### src/rtl/msft_tsmap_sram_ctrl.sv
// Arbiter for the single-port temporal-safety map SRAM: core read port, software
// register path and a hardware zeroing sweep share one SRAM port.
module msft_tsmap_sram_ctrl #(
  parameter int DEPTH = 2048,
  parameter int AW    = 16
) (
  input  logic          clk_i,
  input  logic          rst_i,
  input  logic          tsmap_cs_i,
  input  logic [AW-1:0] tsmap_addr_i,
  output logic [31:0]   tsmap_rdata_o,
  input  logic          bus_req_i,
  input  logic          bus_we_i,
  input  logic [AW-1:0] bus_addr_i,
  input  logic [3:0]    bus_be_i,
  input  logic [31:0]   bus_wdata_i,
  output logic          bus_gnt_o,
  output logic          bus_rvalid_o,
  output logic [31:0]   bus_rdata_o,
  output logic          bus_err_o,
  input  logic          clr_start_i,
  output logic          clr_busy_o,
  output logic          clr_done_o,
  output logic          sram_cs_o,
  output logic          sram_we_o,
  output logic [AW-1:0] sram_addr_o,
  output logic [31:0]   sram_wdata_o,
  output logic [31:0]   sram_wmask_o,
  input  logic [31:0]   sram_rdata_i
);

  localparam logic [AW:0] DEPTH_W = (AW+1)'(DEPTH);
  localparam logic [AW:0] LAST    = (AW+1)'(DEPTH - 1);

  typedef enum logic [1:0] {IDLE, CLEAR, DONE} state_t;

  typedef struct packed {
    logic vld;
    logic err;
    logic rd;
  } bus_rsp_t;

  state_t      state_q, state_d;
  logic [AW:0] clr_ptr_q, clr_ptr_d;
  logic        core_hit, bus_in_rng, bus_hit, clr_wr;
  logic        core_rd_q;
  bus_rsp_t    rsp_q, rsp_d;
  logic [31:0] be_mask;

  for (genvar b = 0; b < 4; b++) begin : g_be
    assign be_mask[b*8 +: 8] = {8{bus_be_i[b]}};
  end

  assign core_hit   = tsmap_cs_i & ({1'b0, tsmap_addr_i} < DEPTH_W);
  assign clr_busy_o = (state_q == CLEAR);
  assign clr_done_o = (state_q == DONE);
  assign bus_gnt_o  = bus_req_i & ~tsmap_cs_i & ~clr_busy_o;
  assign bus_in_rng = ({1'b0, bus_addr_i} < DEPTH_W);
  assign bus_hit    = bus_gnt_o & bus_in_rng;
  // Any core strobe stalls the sweep, even an out-of-range one.
  assign clr_wr     = clr_busy_o & ~tsmap_cs_i;

  always_ff @(posedge clk_i or posedge rst_i) begin
    if (rst_i) begin
      state_q   <= IDLE;
      clr_ptr_q <= '0;
      core_rd_q <= 1'b0;
      rsp_q     <= '0;
    end else begin
      state_q   <= state_d;
      clr_ptr_q <= clr_ptr_d;
      core_rd_q <= core_hit;
      rsp_q     <= rsp_d;
    end
  end

  always_comb begin
    state_d   = state_q;
    clr_ptr_d = clr_ptr_q;
    case (state_q)
      IDLE: if (clr_start_i) begin
        state_d   = CLEAR;
        clr_ptr_d = '0;
      end
      CLEAR: if (clr_wr) begin
        clr_ptr_d = clr_ptr_q + 1'b1;
        if (clr_ptr_q == LAST) state_d = DONE;
      end
      DONE:    state_d = IDLE;
      default: state_d = IDLE;
    endcase
  end

  // Single SRAM port: core read, then sweep write, then bus access.
  always_comb begin
    sram_cs_o    = 1'b0;
    sram_we_o    = 1'b0;
    sram_addr_o  = '0;
    sram_wdata_o = '0;
    sram_wmask_o = '0;
    if (core_hit) begin
      sram_cs_o   = 1'b1;
      sram_addr_o = tsmap_addr_i;
    end else if (clr_wr) begin
      sram_cs_o    = 1'b1;
      sram_we_o    = 1'b1;
      sram_addr_o  = clr_ptr_q[AW-1:0];
      sram_wmask_o = '1;
    end else if (bus_hit) begin
      sram_cs_o    = 1'b1;
      sram_we_o    = bus_we_i;
      sram_addr_o  = bus_addr_i;
      sram_wdata_o = bus_wdata_i;
      sram_wmask_o = bus_we_i ? be_mask : '0;
    end
  end

  always_comb begin
    rsp_d     = '0;
    rsp_d.vld = bus_gnt_o;
    rsp_d.err = bus_gnt_o & ~bus_in_rng;
    rsp_d.rd  = bus_hit & ~bus_we_i;
  end

  assign bus_rvalid_o  = rsp_q.vld;
  assign bus_err_o     = rsp_q.err;
  assign bus_rdata_o   = rsp_q.rd  ? sram_rdata_i : '0;
  assign tsmap_rdata_o = core_rd_q ? sram_rdata_i : '0;

endmodule

### config.mk
export PLATFORM = sky130hd
export DESIGN_NAME = msft_tsmap_sram_ctrl
export DESIGN_NICKNAME = d
export VERILOG_FILES = /design/src/rtl/msft_tsmap_sram_ctrl.sv
export SDC_FILE = /design/constraint.sdc
export NUM_CORES = 1
export LEC_CHECK = 0
export BUFFER_PORTS_ARGS = -buffer_cell sky130_fd_sc_hd__buf_4
export CAP_MARGIN = 10
export CELL_PAD_IN_SITES_DETAIL_PLACEMENT = 1
export CELL_PAD_IN_SITES_GLOBAL_PLACEMENT = 2
export CORE_MARGIN = 3
export CORE_UTILIZATION = 17
export DETAILED_ROUTE_END_ITERATION = 10
export GPL_TIMING_DRIVEN = 0
export PLACE_DENSITY = 0.86
export RECOVER_POWER = 50
export SLEW_MARGIN = 20
export SYNTH_ARGS = -nofsm -noshare
export SYNTH_HDL_FRONTEND = slang
export SYNTH_SLANG_ARGS = --single-unit
### constraint.sdc
create_clock -name clk_i -period 5.55 [get_ports clk_i]
set_clock_uncertainty 0.15 [all_clocks]
set_input_delay 0.555 -clock clk_i [delete_from_list [all_inputs] [get_ports clk_i]]
set_output_delay 0.555 -clock clk_i [all_outputs]
set_load 0.02 [all_outputs]
==> impl_metrics.py <==
metrics = {
    "layout": {
        "final_cell_mix": "buf_4, and2_1, clkbuf_1",
        "n_antenna_cell": 0,
        "final_common_cell": "buf_4",
        "drive_above_1_share_pct": 48.2,
        "area_growth_pct": 90.8,
        "nNetsFinal": 677,
    },
    "grt": {
        "antenna_found_initial": 0,
        "grt_pass1_vias": 3174,
        "grt_max_degree": 24,
        "gr-usage-all-layers_pct": 14.1,
        "grt_pass1_wl_mm": 17.0,
        "gr-total-overflow": 0,
    },
    "synthesis": {
        "synth_async_sr_flop_share_pct": 100,
        "syn_nets": 416,
        "synth_edf_count": 0,
        "syn_avg_cell_area_sq_um": 7.56,
        "postSynthCellCount": 309,
        "syn_area_sq_um": 2330,
        "synth_top_area_share_pct": 27.1,
        "yosys_warnings": 0,
        "yosys.area.top_type": "and2_1",
        "ys_ff_latch": 23,
        "synthTopCellsByArea": "and2_1, dfrtp_1, buf_4, a21oi_1, a22oi_1",
        "synth-seq-area-share_pct": 24.7,
        "synth.distinct_cells": 42,
        "synthFlopType": "dfrtp_1",
    },
    "route": {
        "drt-pass1-iter-count": 4,
        "drcViolationCount": 0,
        "post_drt_wl_per_cell_um": 16.3,
        "wirelength_mm": 12.2,
        "num_vias": 3149,
        "antenna_left": 0,
        "via_per_inst": 4.23,
        "dr.first_iter.drc_count": 92,
    },
    "sta": {
        "worst_slew_pin_slew_ps": 1070,
        "final-hold-violation-count": 0,
        "finalSetupViolations": 0,
        "relSlewSlack_pct": 28.1,
        "final.setup.tns_ps": 0,
        "fmax_mhz": 279,
        "rsz0062_at_grt": "no",
        "maxSlewViolCount": 0,
        "fin_crit_sh_pct": 64.6,
        "post-route-min-period_ps": 3580,
    },
    "clock_network": {
        "cts_resized": 0,
        "cts.reportedPaths.clkPinSlew_ps": 70,
        "numCtsBuffers": 3,
        "clk_latency_ps": 260,
        "hold_buffers": 0,
        "post_cts_buffers": 0,
        "tritoncts": "done",
        "cts.sinks": 23,
        "cts_root_buffer": "clkbuf_16",
        "cts_max_level": 1,
        "clock_path_buffers": 2,
    },
    "die": {
        "die_x_um": 123,
        "dieArea_sq_um": 15200,
        "core-area_sq_um": 13300,
        "die_y_um": 123,
        "row_count": 42,
        "initial_utilization_pct": 17.5,
        "ioPinCount": 257,
    },
    "pwr": {
        "power_density_nw_per_um2": 137,
        "peakVddDrop_mv": 0.0932,
        "finalPower_mw": 0.612,
        "leakagePower_nw": 2.31,
    },
    "min_path": {
        "hp-class": "in2async",
    },
    "critical_path": {
        "crit_required_ps": 4850,
        "cp-start-kind": "flop",
        "crit_arrival_ps": 2880,
        "crit_path_max_fanout": 10,
        "critPathKind": "reg2out",
        "crit_path_end_kind": "output port",
    },
    "run_status": {
        "outcome": "finished, final reports clean",
    },
    "job": {
        "maxCapViolations": 0,
    },
    "place": {
        "numPortBuffers": 256,
        "gp_congestion": 0.757,
        "dp_hpwl_mm": 10.4,
    },
}
## cells by family after synthesis
kind of cell	after synthesis	synth area share, %
simple gates	180	45.5
buf+inv	51	13.1
compound gates	47	13.5
flops	23	24.7
xor+xnor	5	1.88
mux	2	0.857
fa+ha+maj	1	0.536
## area by class of cell
type / count / area [sq um]
clock buffer: 3 / 75.1
fill: 1646 / 8890
clock inverter: 1 / 7.51
multi-input combinational: 235 / 1430
inverter: 5 / 18.8
timing repair buffer: 256 / 1850
buffer: 46 / 284
tap: 176 / 220
sequential: 23 / 576
## layer usage
| layer | GRT usage [%] | vias up | share of wire, % |
|---|---|---|---|
| li1 | - | 1527 | - |
| met1 | 16.3 | 1485 | 37 |
| met2 | 27.0 | 129 | 54 |
| met3 | 3.29 | 8 | 7.9 |
| met4 | 1.52 | 0 | 0.84 |
| met5 | 0 | - | 0 |
## power breakdown
| group | switching (mW) | internal, mW | total, mW |
|---|---|---|---|
| logic | 0.103 | 0.121 | 0.224 |
| registers | 0.0344 | 0.188 | 0.222 |
| clock network | 0.0672 | 0.0979 | 0.165 |
## path summary, 6_finish.rpt
check,end,cells past startpoint,from,slack (ps)
min,clr_ptr_q[7],2,rst_i,350
max in group asynchronous,rsp_q[0],2,rst_i,4310
max reg2reg,rsp_q[0],5,state_q[1],3160
min in group clk_i,rsp_q[0],2,bus_we_i,350
min reg2reg,clr_ptr_q[7],2,clr_ptr_q[7],420
max,sram_wmask_o[12],8,state_q[1],1970
## through the flow
step / hold slack, ps / utilization, % / setup WS, ps / std cells / cell area, sq um
after floorplan: 374 / - / 2720 / 309 / 2330
after global placement: 415 / 33.5 / 2370 / 741 / 4480
after detailed placement: 420 / 33.5 / 2320 / 741 / 4480
after CTS: 344 / 34.2 / 2330 / 745 / 4560
after global routing: 351 / 33.4 / 1720 / 745 / 4450
final: 349 / 33.4 / 1970 / 745 / 4450
## critical path, stage by stage, from the launching register on
cell and delay [ps]:
dfrtp_1 330, clkbuf_1 340, nor2b_1 190, nor4_1 790, buf_2 340, nand3_1 90
nand2_1 230, buf_4 170, buf_4 130
## sequential cells by signal (all words and copies together), names as in the netlist
name / cells
clr_ptr_q: 17
core_rd_q: 1
bus_rvalid_o: 1
bus_err_o: 1
state_q: 2
rsp_q: 1
## cells in the mapped netlist, drive strengths merged, types with 4 or more instances
library cell  count
nand4             4
nand2b            6
inv               5
buf              33
or3               4
nor2             21
dfrtp            23
and3              4
clkbuf           13
a21oi            17
nand2            15
and2            101
nand3            10
o21ai             4
a22oi            11
Power figures use the tool's default switching activity.
